### src/rtl/imm_pkg.sv
// Shared opcode constants, immediate-format tag and parameter helpers for the
// immediate-generation stage.
package imm_pkg;

  localparam logic [6:0] OP_LOAD   = 7'h03;
  localparam logic [6:0] OP_IMM    = 7'h13;
  localparam logic [6:0] OP_AUIPC  = 7'h17;
  localparam logic [6:0] OP_IMM_32 = 7'h1B;
  localparam logic [6:0] OP_STORE  = 7'h23;
  localparam logic [6:0] OP_LUI    = 7'h37;
  localparam logic [6:0] OP_BRANCH = 7'h63;
  localparam logic [6:0] OP_JALR   = 7'h67;
  localparam logic [6:0] OP_SYSTEM = 7'h73;
  localparam logic [6:0] OP_JAL    = 7'h6F;

  typedef enum logic [2:0] {
    FMT_NONE = 3'd0,
    FMT_I    = 3'd1,
    FMT_S    = 3'd2,
    FMT_B    = 3'd3,
    FMT_U    = 3'd4,
    FMT_J    = 3'd5
  } fmt_t;

  function automatic bit xlen_ok(input int xlen);
    return (xlen == 32) || (xlen == 64);
  endfunction

endpackage

### src/rtl/imm_gen_stage_decode.sv
// Combinational immediate decoder: raw instruction -> sign-extended immediate
// and format tag.
module imm_decode
  import imm_pkg::*;
#(
  parameter int XLEN = 32,
  parameter bit RV64 = 1'b0
) (
  input  logic [31:0]     inst,
  output logic [XLEN-1:0] imm,
  output fmt_t            fmt
);

  logic [31:0] imm32;

  // NOTE: every output of a combinational block gets a default first, so no
  // path through the case statement can infer a latch.
  always_comb begin
    imm32 = '0;
    fmt   = FMT_NONE;
    case (inst[6:0])
      OP_LOAD, OP_IMM, OP_JALR, OP_SYSTEM: begin
        fmt   = FMT_I;
        imm32 = {{20{inst[31]}}, inst[31:20]};
      end
      OP_IMM_32: begin
        if (RV64) begin
          fmt   = FMT_I;
          imm32 = {{20{inst[31]}}, inst[31:20]};
        end
      end
      OP_STORE: begin
        fmt   = FMT_S;
        imm32 = {{20{inst[31]}}, inst[31:25], inst[11:7]};
      end
      OP_BRANCH: begin
        fmt   = FMT_B;
        imm32 = {{19{inst[31]}}, inst[31], inst[7], inst[30:25], inst[11:8], 1'b0};
      end
      OP_LUI, OP_AUIPC: begin
        fmt   = FMT_U;
        imm32 = {inst[31:12], 12'b0};
      end
      OP_JAL: begin
        fmt   = FMT_J;
        imm32 = {{11{inst[31]}}, inst[31], inst[19:12], inst[20], inst[30:21], 1'b0};
      end
      default: ;
    endcase
  end

  // Every format's sign bit is inst[31], which is bit 31 of imm32.
  assign imm = XLEN'($signed(imm32));

endmodule

### src/rtl/imm_gen_stage.sv
// Registered immediate-generation stage with valid/ready handshake and an
// optional skid entry so in_ready does not depend combinationally on out_ready.
module imm_gen_stage
  import imm_pkg::*;
#(
  parameter int XLEN = 32,
  parameter bit RV64 = 1'b0,
  parameter bit SKID = 1'b1
) (
  input  logic            clk,
  input  logic            rst,
  input  logic            flush,
  input  logic            in_valid,
  output logic            in_ready,
  input  logic [31:0]     in_inst,
  input  logic [XLEN-1:0] in_pc,
  output logic            out_valid,
  input  logic            out_ready,
  output logic [XLEN-1:0] out_imm,
  output logic [2:0]      out_fmt,
  output logic [XLEN-1:0] out_pc
);

  if (!xlen_ok(XLEN)) begin : g_bad_xlen
    $error("imm_gen_stage: XLEN must be 32 or 64");
  end

  typedef struct packed {
    logic [XLEN-1:0] imm;
    fmt_t            fmt;
    logic [XLEN-1:0] pc;
  } entry_t;

  logic [XLEN-1:0] dec_imm;
  fmt_t            dec_fmt;
  entry_t          in_entry;
  entry_t          main_q, main_d, skid_q, skid_d;
  logic            main_valid_q, main_valid_d;
  logic            skid_valid_q, skid_valid_d;
  logic            in_fire, main_free;

  imm_decode #(.XLEN(XLEN), .RV64(RV64)) u_decode (
    .inst (in_inst),
    .imm  (dec_imm),
    .fmt  (dec_fmt)
  );

  assign in_entry  = '{imm: dec_imm, fmt: dec_fmt, pc: in_pc};
  assign in_ready  = SKID ? !skid_valid_q : (!main_valid_q || out_ready);
  assign in_fire   = in_valid && in_ready && !flush;
  assign main_free = !main_valid_q || out_ready;

  always_comb begin
    main_valid_d = main_valid_q;
    main_d       = main_q;
    skid_valid_d = skid_valid_q;
    skid_d       = skid_q;
    if (flush) begin
      main_valid_d = 1'b0;
      skid_valid_d = 1'b0;
    end else if (main_free) begin
      // The older skid entry always refills main first to keep FIFO order.
      if (skid_valid_q) begin
        main_d       = skid_q;
        main_valid_d = 1'b1;
        skid_valid_d = in_fire;
        if (in_fire) skid_d = in_entry;
      end else begin
        main_valid_d = in_fire;
        if (in_fire) main_d = in_entry;
      end
    end else if (in_fire) begin
      skid_valid_d = 1'b1;
      skid_d       = in_entry;
    end
    if (!SKID) skid_valid_d = 1'b0;
  end

  // NOTE: state registers use non-blocking assignments only; the next-state
  // values are all computed in the always_comb block above.
  // NOTE: payload registers are reset too, because out_imm/out_pc/out_fmt
  // must read as zero / FMT_NONE straight out of reset.
  always_ff @(posedge clk or posedge rst) begin
    if (rst) begin
      main_valid_q <= 1'b0;
      skid_valid_q <= 1'b0;
      main_q       <= '{imm: '0, fmt: FMT_NONE, pc: '0};
      skid_q       <= '{imm: '0, fmt: FMT_NONE, pc: '0};
    end else begin
      main_valid_q <= main_valid_d;
      skid_valid_q <= skid_valid_d;
      main_q       <= main_d;
      skid_q       <= skid_d;
    end
  end

  assign out_valid = main_valid_q;
  assign out_imm   = main_q.imm;
  assign out_fmt   = main_q.fmt;
  assign out_pc    = main_q.pc;

endmodule

### config.mk
export PLATFORM = sky130hd
export DESIGN_NAME = imm_gen_stage
export DESIGN_NICKNAME = d
export VERILOG_FILES = /design/src/rtl/imm_pkg.sv /design/src/rtl/imm_gen_stage_decode.sv /design/src/rtl/imm_gen_stage.sv
export SDC_FILE = /design/constraint.sdc
export NUM_CORES = 1
export LEC_CHECK = 0
export BUFFER_PORTS_ARGS = -buffer_cell sky130_fd_sc_hd__buf_2
export CORE_ASPECT_RATIO = 0.5
export CORE_UTILIZATION = 54
export CTS_CLUSTER_DIAMETER = 30
export CTS_CLUSTER_SIZE = 40
export DETAILED_ROUTE_END_ITERATION = 8
export GPL_TIMING_DRIVEN = 0
export PLACE_DENSITY = 0.84
export RECOVER_POWER = 100
export SYNTH_ARGS = -nofsm -noshare
export SYNTH_HDL_FRONTEND = slang
export SYNTH_SLANG_ARGS = --single-unit
### constraint.sdc
create_clock -name clk -period 4.8 [get_ports clk]
set_clock_uncertainty 0.05 [all_clocks]
set_input_delay 0.24 -clock clk [delete_from_list [all_inputs] [get_ports clk]]
set_output_delay 0.24 -clock clk [all_outputs]
set_load 0.01 [all_outputs]
Yosys cells after proc, flatten, opt, wreduce, memory -nomap -nowiden
Index checks and enable logic that the tools add are counted.
Word-level totals
  flip-flop bits (word level): 136
  bits of input ports: 69
  output and inout bits: 69
  word-level logic and storage cells: 46
Operators by class
  eq/ne operators: 10
  muxes and demuxes: 14
  bitwise gates (word level): 1
  reductions and logical operators: 13
Operator list (count)
  $mux 67: 5
  $pmux 32 s5: 1
  $eq 7x7->1 const B: 4
  $pmux 3 s5: 1
  $eq 7x5->1 const B: 2
  $eq 7x6->1 const B: 2
  $eq 7x2->1 const B: 1
  $mux 1: 7
  $reduce_bool 2->1: 2
  $reduce_or 4->1: 1
  $logic_not 1->1: 3
  $reduce_and 3->1: 1
  $reduce_bool 3->1: 1
  $logic_and 1x1->1: 2
  $ne 2x2->1 const B: 1
  $reduce_and 2->1: 1
  $reduce_or 2->1: 1
  $logic_or 1x1->1: 1
  $not 1->1: 1

Depth between registers and ports, before layout
Gate-level depths: netlist of the first run.
  word-level depth: 6
  gate-level depth with buffers: 8
  gate-level depth less buffers: 4

Modules after synthesis
From an unflattened synthesis of the first run, not the netlist that was laid out.
Second synthesis, totals
  cells, all modules: 476
  area total of the unflattened synthesis: 6651.4 um2
Modules (own cells, without submodules)
  imm_gen_stage: times used 1, cells each 369, area each 5973.2 um2, sequential area each 3403.3 um2
  imm_decode: times used 1, cells each 107, area each 678.2 um2, sequential area each 0.0 um2

Worst setup path after synthesis of the first run
OpenSTA, ideal clock, no wires.
  path type: register -> register
  from: reg main_valid_q (netlist: out_valid)
  to: reg main_q, in the netlist out_pc[10]
  setup time: 0.124 ns
  arrival: 1.512 ns
  required time: 4.626 ns
  setup slack: 3.114 ns
  cell stages (with the launch flop): 9
  buffers on the path: 4
  clock period less this slack: 1.686 ns
  path through: dfrtp_1 > nor2b_1 > buf_6 > or3_1 > buf_6 > buf_6 > buf_6 > nand2_1 > o21ai_1
On the way
  longest elaborated chain between the ends: 3
Ends and longest elaborated chain
  start: declaration: RTL line imm_gen_stage.sv:38  | logic main_valid_q, main_valid_d;
  start signal: assignment: RTL line imm_gen_stage.sv:90  | main_valid_q <= main_valid_d;
  $logic_not 1->1: RTL line imm_gen_stage.sv:51  | assign main_free = !main_valid_q || out_ready;
  $logic_or 1x1->1: RTL line imm_gen_stage.sv:51
  $reduce_and 3->1 (no source line)
  end signal: assignment: RTL line imm_gen_stage.sv:87  | main_q <= '{imm: '0, fmt: FMT_NONE, pc: '0};
  end signal: assignment: RTL line imm_gen_stage.sv:92  | main_q <= main_d;
  end: declaration: RTL line imm_gen_stage.sv:37  | entry_t main_q, main_d, skid_q, skid_d;
No other way between the ends.
A chain may end at the register's enable or synchronous reset.

Worst setup path in the final report of the first run
  from: reg main_valid_q (netlist: out_valid)
  to: reg main_q, in the netlist out_pc[28]
Same word-level chain as after synthesis.

==> results of run 1 <==
## routing by layer
metal / GRT usage [%] / routed length, µm / vias up
met5: 0 / 0 / -
met4: 11.0 / 340 / 0
met3: 5.64 / 1270 / 39
met2: 47.4 / 7980 / 271
met1: 37.6 / 7040 / 2704
li1: - / - / 2552
## sequential cells by signal (all words and copies together), names as in the netlist
register	cells
skid_valid_q	1
skid_q	67
out_pc	32
out_fmt	3
out_imm	32
out_valid	1
## worst max-delay path, cell delays in order (launching register included)
cell and delay, ns:
dfrtp_1 0.36, nor2b_1 0.13, clkbuf_1 0.38, or3_1 0.18, clkbuf_1 0.31, clkbuf_1 0.51, clkbuf_1 0.43, nand2_1 0.14
o21ai_0 0.12
## final timing paths
path | to | slack (ns) | cells past startpoint
worst max register to register | out_pc[28]$_DFFE_PP0P_ | 2.08 | 8
max in group asynchronous | out_imm[7]$_DFFE_PP0P_ | 2.66 | 4
worst min-delay path | skid_q[30]$_DFFE_PP0P_ | 0.01 | 3
worst max-delay path | out_pc[28]$_DFFE_PP0P_ | 2.08 | 8
worst min register to register | out_pc[4]$_DFFE_PP0P_ | 0.42 | 2
min in group asynchronous | out_pc[23]$_DFFE_PP0P_ | 0.86 | 3
## power by group through the flow
stage	clock [mW]	combinational [mW]	sequential, mW
5_1_grt	1.50	0.533	1.45
3_5_place_dp	0	0.491	1.45
3_3_place_gp	0	0.471	1.44
4_1_cts	1.45	0.516	1.43
6_report	1.44	0.478	1.44
2_1_floorplan	0	0.257	1.47
## placed cells by master (no fill, tap or decap), types with 4 or more instances in the layout
| cell | Yosys | final |
|---|---|---|
| o21ai_0 | 12 | 42 |
| nor3_1 | 13 | 14 |
| bufinv_16 | 0 | 5 |
| nand2_1 | 170 | 170 |
| inv_1 | 7 | 6 |
| dfrtp_1 | 136 | 136 |
| o21bai_1 | 4 | 4 |
| o22ai_1 | 14 | 14 |
| clkbuf_16 | 0 | 17 |
| inv_6 | 0 | 4 |
| buf_4 | 4 | 4 |
| a31oi_1 | 11 | 11 |
| nor4_1 | 4 | 4 |
| nand3_1 | 4 | 4 |
| a21oi_1 | 40 | 40 |
| clkbuf_1 | 10 | 99 |
| a22o_1 | 6 | 6 |
| buf_2 | 19 | 75 |
| mux2i_1 | 35 | 35 |
| a211oi_1 | 11 | 12 |
| o211ai_1 | 5 | 6 |
| dlygate4sd3_1 | 0 | 27 |
| nor2_1 | 45 | 46 |
## stage by stage
| stage | setup WS, ns | cells | setup TNS, ns | power, mW |
|---|---|---|---|---|
| global route | 1.87 | 976 | 0 | 3.49 |
| floorplan | 0.871 | 637 | 0 | 1.73 |
| detailed placement | 2.88 | 918 | 0 | 1.94 |
| global placement | -0.551 | 917 | -73.35 | 1.91 |
| CTS | 2.53 | 976 | 0 | 3.40 |
| finish | 2.08 | 976 | 0 | 3.36 |
## area by class of cell
type	instances	area (µm²)
plain buffers	47	228
clock buffers	18	429
clock inverters	13	218
fillers	866	3270
inverters	8	31.3
multi-input cells	446	2400
flip-flops and latches	136	3400
well taps	145	181
repair buffers	163	887
## kinds of logic (layout without fill, tap and decap cells)
logic type / count (synthesis) / count (layout) / synth area share (%)
AND/OR/NAND/NOR: 261 / 261 / 18.6
AO/OA/AOI/OAI: 149 / 149 / 15.1
flip-flops: 136 / 136 / 55.2
buffers and inverters: 55 / 249 / 5.38
multiplexers: 35 / 35 / 5.68
XOR/XNOR: 1 / 1 / 0.142
==> summary.md, run 1 <==
For the cell area after layout, the log shows 7780 µm². In the synthesized netlist the dominant register cell turns out to be dfrtp_1. The number of max-capacitance violations reported was 1; the synthesized area per cell was 9.68 µm². After the first detailed-routing iteration, the DRC count stood at 499. The first global-routing pass estimated 26300 µm of wire. In this run, flip-flops and latches consume 42.8% of the power. The run finished, with violations left. The minimum period implied by the final worst setup slack is 2.72 ns, and the horizontal extent of the die is 153 µm.

Buffers inserted to repair hold after CTS numbered 27. The fraction of synthesized cell area taken by the top area cell type is 55.2%. Clock-pin slew was measured on the worst setup and hold paths at 0.06 ns. The largest net degree at the start of global routing was 91; the post-route clock period utilization was 56.6%.

The floorplan has 27 rows. Across all layers, the routed design uses 5566 vias. The sequential-to-total area share from yosys stat was 55.2%; the overflow left after global routing was 0. The logs give 47 for the number of pins exceeding their max-slew limit in the final report and 888 for the final net count. Per report_power, the clock group accounts for 43.0% of the total.

Final hold analysis gives a worst-case slack of 0.0102 ns. For this run, asynchronously set or reset flops after synthesis account for 100%. The worst slew margin relative to its limit is -42.6%, and the number of nets produced by synthesis is 706.

The number of H-tree levels is 4, and the fraction of final layout cells with drive strength greater than 1 is 15.0%. The count of mapped cells out of synthesis was 637. TritonCTS created 17 clock buffers. Detailed placement finished with a half-perimeter wire length of 10900 µm. The number of antenna-violating nets in the routed design was 0.

The die covers 11900 µm². The count of buffers added on input and output ports is 135. For the pin with the worst max-slew slack, the measured transition is 2.13 ns. The DRC violations left is 0. The checks that failed: capacitance limit, slew limit. The clock passes through at most 2 buffers. By area the synthesized netlist is led by dfrtp_1, nand2_1, mux2i_1, a21oi_1, nor2_1. The tools report the switching component of the power as 912 µW.

Data on the critical path is required at its endpoint by 5.07 ns. The run gives 70.4% as the utilization after layout. nand2_1 is the most common cell in the netlist. The startpoint of the lowest-slack hold path was in_pc[30].

The logs give 0 for the final setup violation count and 0 for the antenna diode count. The most critical setup path has its startpoint at out_valid$_DFFE_PP0P_. Sorting the synthesized cells by how often they occur yields nand2_1, dfrtp_1, nor2_1, a21oi_1, mux2i_1. After detailed placement, the total cell area comes to 7060 µm².

The switching part of the total power is 27.1%. The cell leakage power was 3.53 nW. Along the worst path, the maximum fanout reaches 10. The worst hold path belongs to the class input port to flop. STA classifies the critical path endpoint as a flop. Synthesis inferred 136 register bits. In this run the critical register-to-register path is launched from out_valid$_DFFE_PP0P_.

The largest area contributor in the synthesized netlist was dfrtp_1. The synthesized netlist contains 50 unique library cells. The tools report the number of hold violations in the final report as 0. The cell sitting at the root of the clock tree is a clkbuf_16. The combined global-route utilization of all metal layers was 28.6%; the internal cell power was 2.45 mW. The tools report the number of clock sinks as 136. The core region is 11000 µm². Initial antenna violation count: 0.

The run gives 14.2% as the combinational group share of total power. Dividing the detail-routed wire length by the instance count gives 17.0 µm. The first detailed-routing pass ran for 5 iterations. At the later pin of the worst-skew pair, clock insertion delay measures 0.41 ns. In the routed layout, each cell is associated on average with a via count of 5.70. For this design the top-level I/O count stands at 138.

The synthesis warning total is 0. Once the floorplan was initialized, standard cells occupied 55.8% of the core. At the end of routability-driven placement, the weighted congestion stood at 0.847. By startpoint and endpoint, the worst setup path is classified as flop to flop.

In this run the cell area of the synthesized design comes to 6170 µm². Setup repair after global routing left no endpoint under its margin. Total wire length after detailed routing: 16600 µm.

From bottom edge to top edge, the die measures 77.6 µm. Compared with the post-synthesis result, the final layout area differs by 26.1%. For the worst setup path, the data arrival time is 2.98 ns.

The number of global-route vias before repair was 5320; the number of post-CTS setup repair buffers was 0. In this run the power density over the cells is 432 nW/µm². TritonCTS built the clock tree. Yosys mapped a number of flops with a built-in enable equal to 0. The maximum frequency from static timing analysis was 368 MHz; the quantity of gates resized following cts was 0. STA classifies the critical path startpoint as a flop. The run gives 0.303 mV as the worst ir drop on vdd.
(Power assumes the default switching activity.)
==> inputs of run 2 (changes only) <==
--- a/config.mk
+++ b/config.mk
@@ -5,9 +5,10 @@
 export SDC_FILE = /design/constraint.sdc
 export NUM_CORES = 1
 export LEC_CHECK = 0
+export ABC_AREA = 1
 export BUFFER_PORTS_ARGS = -buffer_cell sky130_fd_sc_hd__buf_2
 export CORE_ASPECT_RATIO = 0.5
-export CORE_UTILIZATION = 54
+export CORE_UTILIZATION = 55
 export CTS_CLUSTER_DIAMETER = 30
 export CTS_CLUSTER_SIZE = 40
 export DETAILED_ROUTE_END_ITERATION = 8
==> constraint.sdc (replaced) <==
create_clock -name clk -period 2.5 [get_ports clk]
set_clock_uncertainty 0.05 [all_clocks]
set_input_delay 0.125 -clock clk [delete_from_list [all_inputs] [get_ports clk]]
set_output_delay 0.125 -clock clk [all_outputs]
set_load 0.01 [all_outputs]
==> run 2 against run 1 <==
  * The flow finishes with violations (capacitance limit)
  * Worst setup slack lost 1.8 ns
  * Combinational power up 93%
  * Area after synthesis increased by 4.1%
  * Non-clock buffer count up 22
  * Critical path type is now flop to output port
  * Largest power group unchanged
  * Highest routed layer unchanged
==> summary.md, run 2 <==
The post-synthesis async set-or-reset flop share works out to 100%. Cells with a size suffix above 1 make up 13.6% of the layout. On the worst path, the slowest cell contributes a delay of 0.50 ns.

The logs give 14.4% for the combinational group share of total power and 0 for the DRC violations left. For the global-route wire length before repair, the log shows 29900 µm. Synthesis produced a netlist whose cell count is 813. After synthesis, the mean cell area works out to 7.90 µm². The logs give 17 for the number of buffers added by the clock tree synthesis step and 0.442 mV for the worst ir drop on vdd. Synthesis inferred 136 register bits.

The logs give 1 for the number of max-capacitance violations reported and 2.03 ns for the endpoint arrival time on the critical path. The combined global-route utilization of all metal layers came out at 31.6%. The floorplan step set the die width to 155 µm. The logs give 6230 for the number of global-route vias before repair and 138 for the count of boundary I/O pins. The critical path contains buffers and inverters numbering 4 combined.

Of the post-synthesis cell area, the dominant cell type holds 53.0%. The tools report the number of nets produced by synthesis as 882. The analysis attributes to net switching a power of 1.74 mW. The logs give 0 for the number of post-CTS setup repair buffers and 630 for the violation count after the first detailed-route iteration. The tools report the synthesis warning total as 0. The first detailed-routing pass took 5 iterations. The power density over the cells is 771 nW/µm².

In the post-synthesis netlist, the biggest area contributors are dfrtp_1, nand2_1, o21ai_0, nor2_1, inv_1. The layout overhead on the synthesized area works out to 29.2%. The die height was 78.4 µm. The standard cell with the maximum stage delay on the critical path is dfrtp_1. Global routing finished with a remaining overflow of 0. TritonCTS built the clock tree. The number of H-tree levels is 4. The sum of negative setup slack came out at 0 ns. The logs give 453 MHz for the maximum frequency from static timing analysis and 11800 µm for the half-perimeter wire length of the detailed placement result. The tools report the number of antenna-violating nets in the routed design as 0. The actual transition at the worst max-transition pin is 1.48 ns. Setup repair after global routing left no endpoint under its margin. For the number of clock sinks, the log shows 136.

Sort of element at the start of the critical path: a flop. The run gives 27 as the number of rows in the core area. The starting density of the core was 57.4%; the post-route clock period utilization was 88.3%. The cell with the most instances after synthesis is nand2_1. The final reports fail on capacitance limit. No sink is reached through more buffers than the 2 on the longest clock path. The register ranked first by flip-flop count is skid_q.

The logs give 0 for the number of hold violations in the final report and 0 for the initial antenna violation count. The peak fanout along the critical path works out to 10. Largest area contributor in the synthesized netlist: dfrtp_1.

Entering global routing, the biggest net connects 45 pins. The clock period could shrink to 2.21 ns. In the final routed layout, each cell accounts on average for 15.3 µm. The repair_antennas step left the layout with diodes totalling 0. Input and output buffers added on the ports amount to 136. Across all layers, the routed design uses 6356 vias. The total wire length after detailed routing is 18100 µm, and the number of distinct library cells after synthesis is 27. The critical path capture point type was an output port. At the end of routability-driven placement, the weighted congestion stood at 0.823. Ranked by instance count, the synthesized netlist is headed by nand2_1, dfrtp_1, o21ai_0, nor2_1, inv_1. In this run the cell area of the synthesized design comes to 6420 µm². Cell at the root of the clock tree: clkbuf_16.

Of the synthesized area, sequential elements account for 53.0%. By startpoint and endpoint, the worst setup path is classified as flop to output port. For the smallest setup slack after layout, the log shows 0.293 ns. Most frequently used flop master after synthesis: dfrtp_1. Setup violations remaining at the end of the flow were counted as 0. The worst slew margin relative to its limit was 0.937%. The total die area is 12100 µm², and the later-pin clock latency in the skew report is 0.42 ns.

Most common cell after layout, fill and taps aside: nand2_1. Yosys mapped a number of flops with a built-in enable equal to 0. The run finished, with violations left. For the sequential group share of total power, the log shows 43.4%. The analysis attributes to cell leakage a power of 4.44 nW. Number of flip-flops under the largest register name: 67. The clock network burns 42.2% of the power. The internal cell power was 4.66 mW; the CTS clock-pin slew for the worst setup and hold paths was 0.06 ns. The logs give 0.698 ns for the setup slack after placement and 1083 for the final net count. Required time at the worst-slack endpoint: 2.33 ns.

By instance count, the cell type seen most on the critical path is buf_2. The setup check on the worst reg-to-reg path leaves a slack of 0.31 ns. In the layout the commonest cells are nand2_1, dfrtp_1, o21ai_0.

Walking the worst path, the cells encountered are inv_1, buf_2, clkbuf_1, buf_2. The cell family contributing the most delay on the critical path is buffers and inverters. The core region is 11200 µm². The worst hold margin was 0.00560 ns; the switching part of the total power was 27.2%. For the number of pins exceeding their max-slew limit in the final report, the log shows 0. In the routed layout, each cell is associated on average with a via count of 5.36. The path class of the tightest hold or removal check is input port to flop.
[run 2: cell count changes after synthesis, moves of 6 or more]
cell | previous run | this run
a21oi_1 | 40 | 10
inv_1 | 7 | 63
nor2_1 | 45 | 92
nand3_1 | 4 | 30
nor3_1 | 13 | 0
a211oi_1 | 11 | 0
o21ai_0 | 12 | 95
mux2i_1 | 35 | 0
nand4_1 | 0 | 16
nand2_1 | 170 | 250
o22ai_1 | 14 | 0
a22o_1 | 6 | 0
[run 2: power by group through the flow]
stage / Combinational (mW) / Clock [mW] / Sequential (mW)
global placement: 0.859 / 0 / 2.78
finish: 0.923 / 2.70 / 2.77
global route: 1.05 / 2.83 / 2.81
CTS: 0.968 / 2.72 / 2.76
detailed placement: 0.904 / 0 / 2.79
floorplan: 0.493 / 0 / 2.83
[run 2: timing repair]
action | 4_1_cts | 5_1_grt
hold endpoints to repair | 66 | 1
hold buffers | 42 | 1
gates resized for setup | 0 | 0
[run 2: cell type report]
type                       instances  area, µm²
multi-input combinational        561       2470
buffer                            50        270
sequential                       136       3400
fill                             866       2890
clock buffer                      19        443
clock inverter                    13        191
tap                              159        199
inverter                          66        249
timing repair buffer             182       1070
[run 2: cells by family (layout without fill, tap and decap cells)]
family	Yosys count	count (layout)	synth area share, %
AND/OR/NAND/NOR	405	405	25.9
buffers and inverters	116	330	8.32
flip-flops	136	136	53.0
AO/OA/AOI/OAI	156	156	12.7
[run 2: final timing paths]
path	start	to	cells after the start
worst max-delay path	skid_valid_q$_DFFE_PP0P_	in_ready	4
worst min-delay path	in_inst[18]	out_imm[18]$_DFFE_PP0P_	5
worst max register to register	skid_valid_q$_DFFE_PP0P_	out_pc[30]$_DFFE_PP0P_	7
worst min register to register	out_imm[31]$_DFFE_PP0P_	out_imm[31]$_DFFE_PP0P_	2
max in group asynchronous	rst	out_imm[0]$_DFFE_PP0P_	4
min in group asynchronous	rst	out_pc[26]$_DFFE_PP0P_	3
[run 2: metal layers]
metal  part of all wire [%]  GRT usage, %
met4                    2.3          12.7
met5                      0             0
met1                     43          40.5
met2                     48          52.6
met3                    7.4          7.45
[run 2: worst reg2reg max path, stage by stage, from the launching register on]
cell and delay (ns):
dfrtp_1 0.50, o21bai_1 0.26, nor2_1 0.14, inv_1 0.14
buf_6 0.16, clkbuf_1 0.49, nand2_1 0.19, o21ai_0 0.16
[run 2: metrics by stage]
step / std cells / utilization (%) / power [mW] / instance area (µm²)
after floorplan: 813 / - / 3.33 / 6420
after global placement: 1108 / 65.3 / 3.64 / 7300
after detailed placement: 1111 / 65.8 / 3.70 / 7360
after CTS: 1185 / 75.3 / 6.45 / 8420
after global routing: 1186 / 74.2 / 6.69 / 8300
final: 1186 / 74.2 / 6.39 / 8300
==> inputs of run 3 (changes only) <==
--- a/config.mk
+++ b/config.mk
@@ -8,12 +8,12 @@
 export ABC_AREA = 1
 export BUFFER_PORTS_ARGS = -buffer_cell sky130_fd_sc_hd__buf_2
 export CORE_ASPECT_RATIO = 0.5
-export CORE_UTILIZATION = 55
+export CORE_UTILIZATION = 49
 export CTS_CLUSTER_DIAMETER = 30
 export CTS_CLUSTER_SIZE = 40
 export DETAILED_ROUTE_END_ITERATION = 8
 export GPL_TIMING_DRIVEN = 0
-export PLACE_DENSITY = 0.84
+export PLACE_DENSITY = 0.76
 export RECOVER_POWER = 100
 export SYNTH_ARGS = -nofsm -noshare
 export SYNTH_HDL_FRONTEND = slang
==> constraint.sdc (replaced) <==
create_clock -name clk -period 2 [get_ports clk]
set_clock_uncertainty 0.05 [all_clocks]
set_input_delay 0.1 -clock clk [delete_from_list [all_inputs] [get_ports clk]]
set_output_delay 0.1 -clock clk [all_outputs]
set_load 0.01 [all_outputs]
==> run 3 against run 2 <==
  * The run now ends clean
  * Power is 24% higher
  * Utilization is 8.2 points lower
  * First-iteration DRC count is 17% lower
  * Clock power is 23% higher
  * Final cell count is 1.7% higher
  * Count of clock-buffer cells in the layout is 1 higher
  * Combinational power is 26% higher
  * Routed wire length is 0.40% lower
  * Global-route usage is 3.9 points lower
  * Die area is 12% higher
  * Design area is 1.3% higher
  * Sequential cell count stayed put
==> summary.md, run 3 (synthesis results as in run 2) <==
The flow ran to the end, and the final reports show no timing, DRC or antenna violations. Sequential standard cell area: 3400 µm². The run gives 1094 as the fill cell total of the finished layout. The signal on the critical path passes through inv_1, buf_2, buf_2, clkbuf_2. The number of antenna-violating nets in the routed design is 0. The peak fanout along the critical path was 10; the number of pins exceeding their max-slew limit in the final report was 0. Number of flip-flops under the largest register name: 67. Total wire length after detailed routing: 18100 µm.

In this run the power density over the cells is 947 nW/µm². The library cells used most frequently in the layout, excluding fill and tap cells, are nand2_1, dfrtp_1, o21ai_0. The total die area is 13600 µm², and the worst ir drop on vdd is 0.730 mV.

138 I/O pins were placed. The tools report the combined global-route utilization of all metal layers as 27.8%. Cells with a size suffix above 1 make up 14.8% of the layout. Setup repair after global routing left no endpoint under its margin. At the end of routability-driven placement, the weighted congestion stood at 0.824. The run gives 7400 µm² as the post-placement cell area.

The critical path capture point type was an output port. Summing all multi-input logic gate instances after layout gives 2480 µm². Max-cap violations in this run came to 0. Cells fill 66.0% of the core in the end. For the pin with the worst max-slew slack, the measured transition is 1.17 ns. For the antenna diode count, the log shows 0. The first global-routing pass estimated 29700 µm of wire. Measured along the x axis, the die boundary spans 164 µm. STA classifies the critical path startpoint as a flop.

The region available for standard cell placement spans 12700 µm². Measured along the y axis, the die boundary spans 82.9 µm. Most common cell after layout, fill and taps aside: nand2_1.

The tools report the number of rows in the core area as 29. Derived from the worst setup path, the maximum achievable clock frequency is 520 MHz. From synthesis to final layout, the design area changed by 30.9%. The standard cell with the maximum stage delay on the critical path is dfrtp_1. The tools report the number of H-tree levels as 4. TritonCTS built the clock tree. The largest net degree at the start of global routing was 33; the overflow left after global routing was 0. The final critical path takes up 96.2% of the cycle.

More flip-flops sit in one register than any other, and that register is skid_q. The logs give 0 for the number of hold violations in the final report and 0.40 ns for the later-pin clock latency in the skew report. The tools report the cell area after layout as 8400 µm².

The number of cells on the worst reg-to-reg path is 6. The final setup violation count is 0, and the minimum period implied by the final worst setup slack is 1.92 ns. Once the floorplan was initialized, standard cells occupied 50.4% of the core. The number of buffers added by the clock tree synthesis step came out at 17. The required time at the worst-slack endpoint was 1.85 ns.

The tightest min-delay check is of the input port to flop type. The detailed router finished its first iteration with 524 violations. Clock-pin slew was measured on the worst setup and hold paths at 0.06 ns. The number of buffer cells added on primary ports is 136, and the quantity of gates resized following cts is 0.

Cell leakage power: 4.50 nW. The number of iterations in the first detailed-routing pass was 5; the number of global-route vias before repair was 6167. Detailed placement ended at an HPWL of 12200 µm. The worst slew margin relative to its limit came out at 21.8%.

Using the TritonRoute via totals, the vias-per-cell ratio works out to 5.20. In the final routed layout, each cell accounts on average for 15.0 µm. The total vias in the final route was 6270; the final net count was 1093. The most numerous cell type found on the critical path is buf_2.

On the worst path, the slowest cell contributes a delay of 0.49 ns. For the initial antenna violation count, the log shows 0. The tools report the number of clock sinks as 136.

At the worst endpoint, the arrival time is 1.77 ns. The run gives 2 as the clock tree buffer depth. For this run, design rule violations remaining after detail routing come to 0. The worst hold path was traced through 5 stages. CTS placed an instance of clkbuf_16 at the clock tree root. The startpoint-to-endpoint class of the critical path was flop to output port.
[run 3: cell count changes in the layout (fill, tap and decap cells not counted), sizes merged]
cell / delta
clkbuf: +8
buf: -6
inv: -3
clkinv: +1
dlygate4sd3: +9
[run 3: report_power, final]
part | total (mW) | switching (mW) | internal, mW
registers | 3.47 | 0.244 | 3.22
clock network | 3.33 | 1.19 | 2.15
logic | 1.16 | 0.680 | 0.475
total | 7.96 | 2.11 | 5.85
[run 3: worst max-delay path, delay by kind of cell (launching register included)]
kind,cells,cell delay (ns)
buffers and inverters,4,0.88
DFF,1,0.49
[run 3: worst paths after layout]
path                                          start                       to  slack [ns]
max reg2reg                skid_valid_q$_DFFE_PP0P_   out_imm[1]$_DFFE_PP0P_        0.13
min in group asynchronous                       rst   out_imm[6]$_DFFE_PP0P_        0.43
max in group asynchronous                       rst   out_pc[11]$_DFFE_PP0P_        0.38
max                        skid_valid_q$_DFFE_PP0P_                 in_ready        0.08
min reg2reg                 out_imm[16]$_DFFE_PP0P_  out_imm[16]$_DFFE_PP0P_        0.43
min                                     in_inst[13]  out_imm[13]$_DFFE_PP0P_        0.02
[run 3: per-layer routing]
metal  global-route usage, %  vias up  wire (µm)
li1                        -     3014          -
met1                    37.6     3008       8160
met2                    45.0      215       8580
met3                    5.00       33        973
met4                    9.60        0        363
met5                       0        -          0
[run 3: per-stage QoR]
stage	setup TNS (ns)	instances	hold slack [ns]	total power, mW	setup WS [ns]
6_report	0	1206	0.0174	7.96	0.0762
5_1_grt	0	1206	0.0266	8.32	0.00684
3_3_place_gp	-100.02	1119	0.293	4.56	-0.743
3_5_place_dp	0	1123	0.166	4.64	0.201
2_1_floorplan	0	813	0.157	4.16	0.157
4_1_cts	0	1206	0.00512	8.05	0.0815
[run 3: timing repair]
item,CTS,global route
buffers inserted,0,0
hold buffers,52,0
hold endpoints to repair,75,0
[run 3: layout make-up]
| cell class | instances | share of cell area [%] |
|---|---|---|
| inverters | 66 | 2.96 |
| multi-input cells | 561 | 29.5 |
| flip-flops and latches | 136 | 40.5 |
| repair buffers | 192 | 13.8 |
| clock inverters | 11 | 2.03 |
| well taps | 170 | 2.53 |
| clock buffers | 20 | 5.44 |
| plain buffers | 50 | 3.26 |
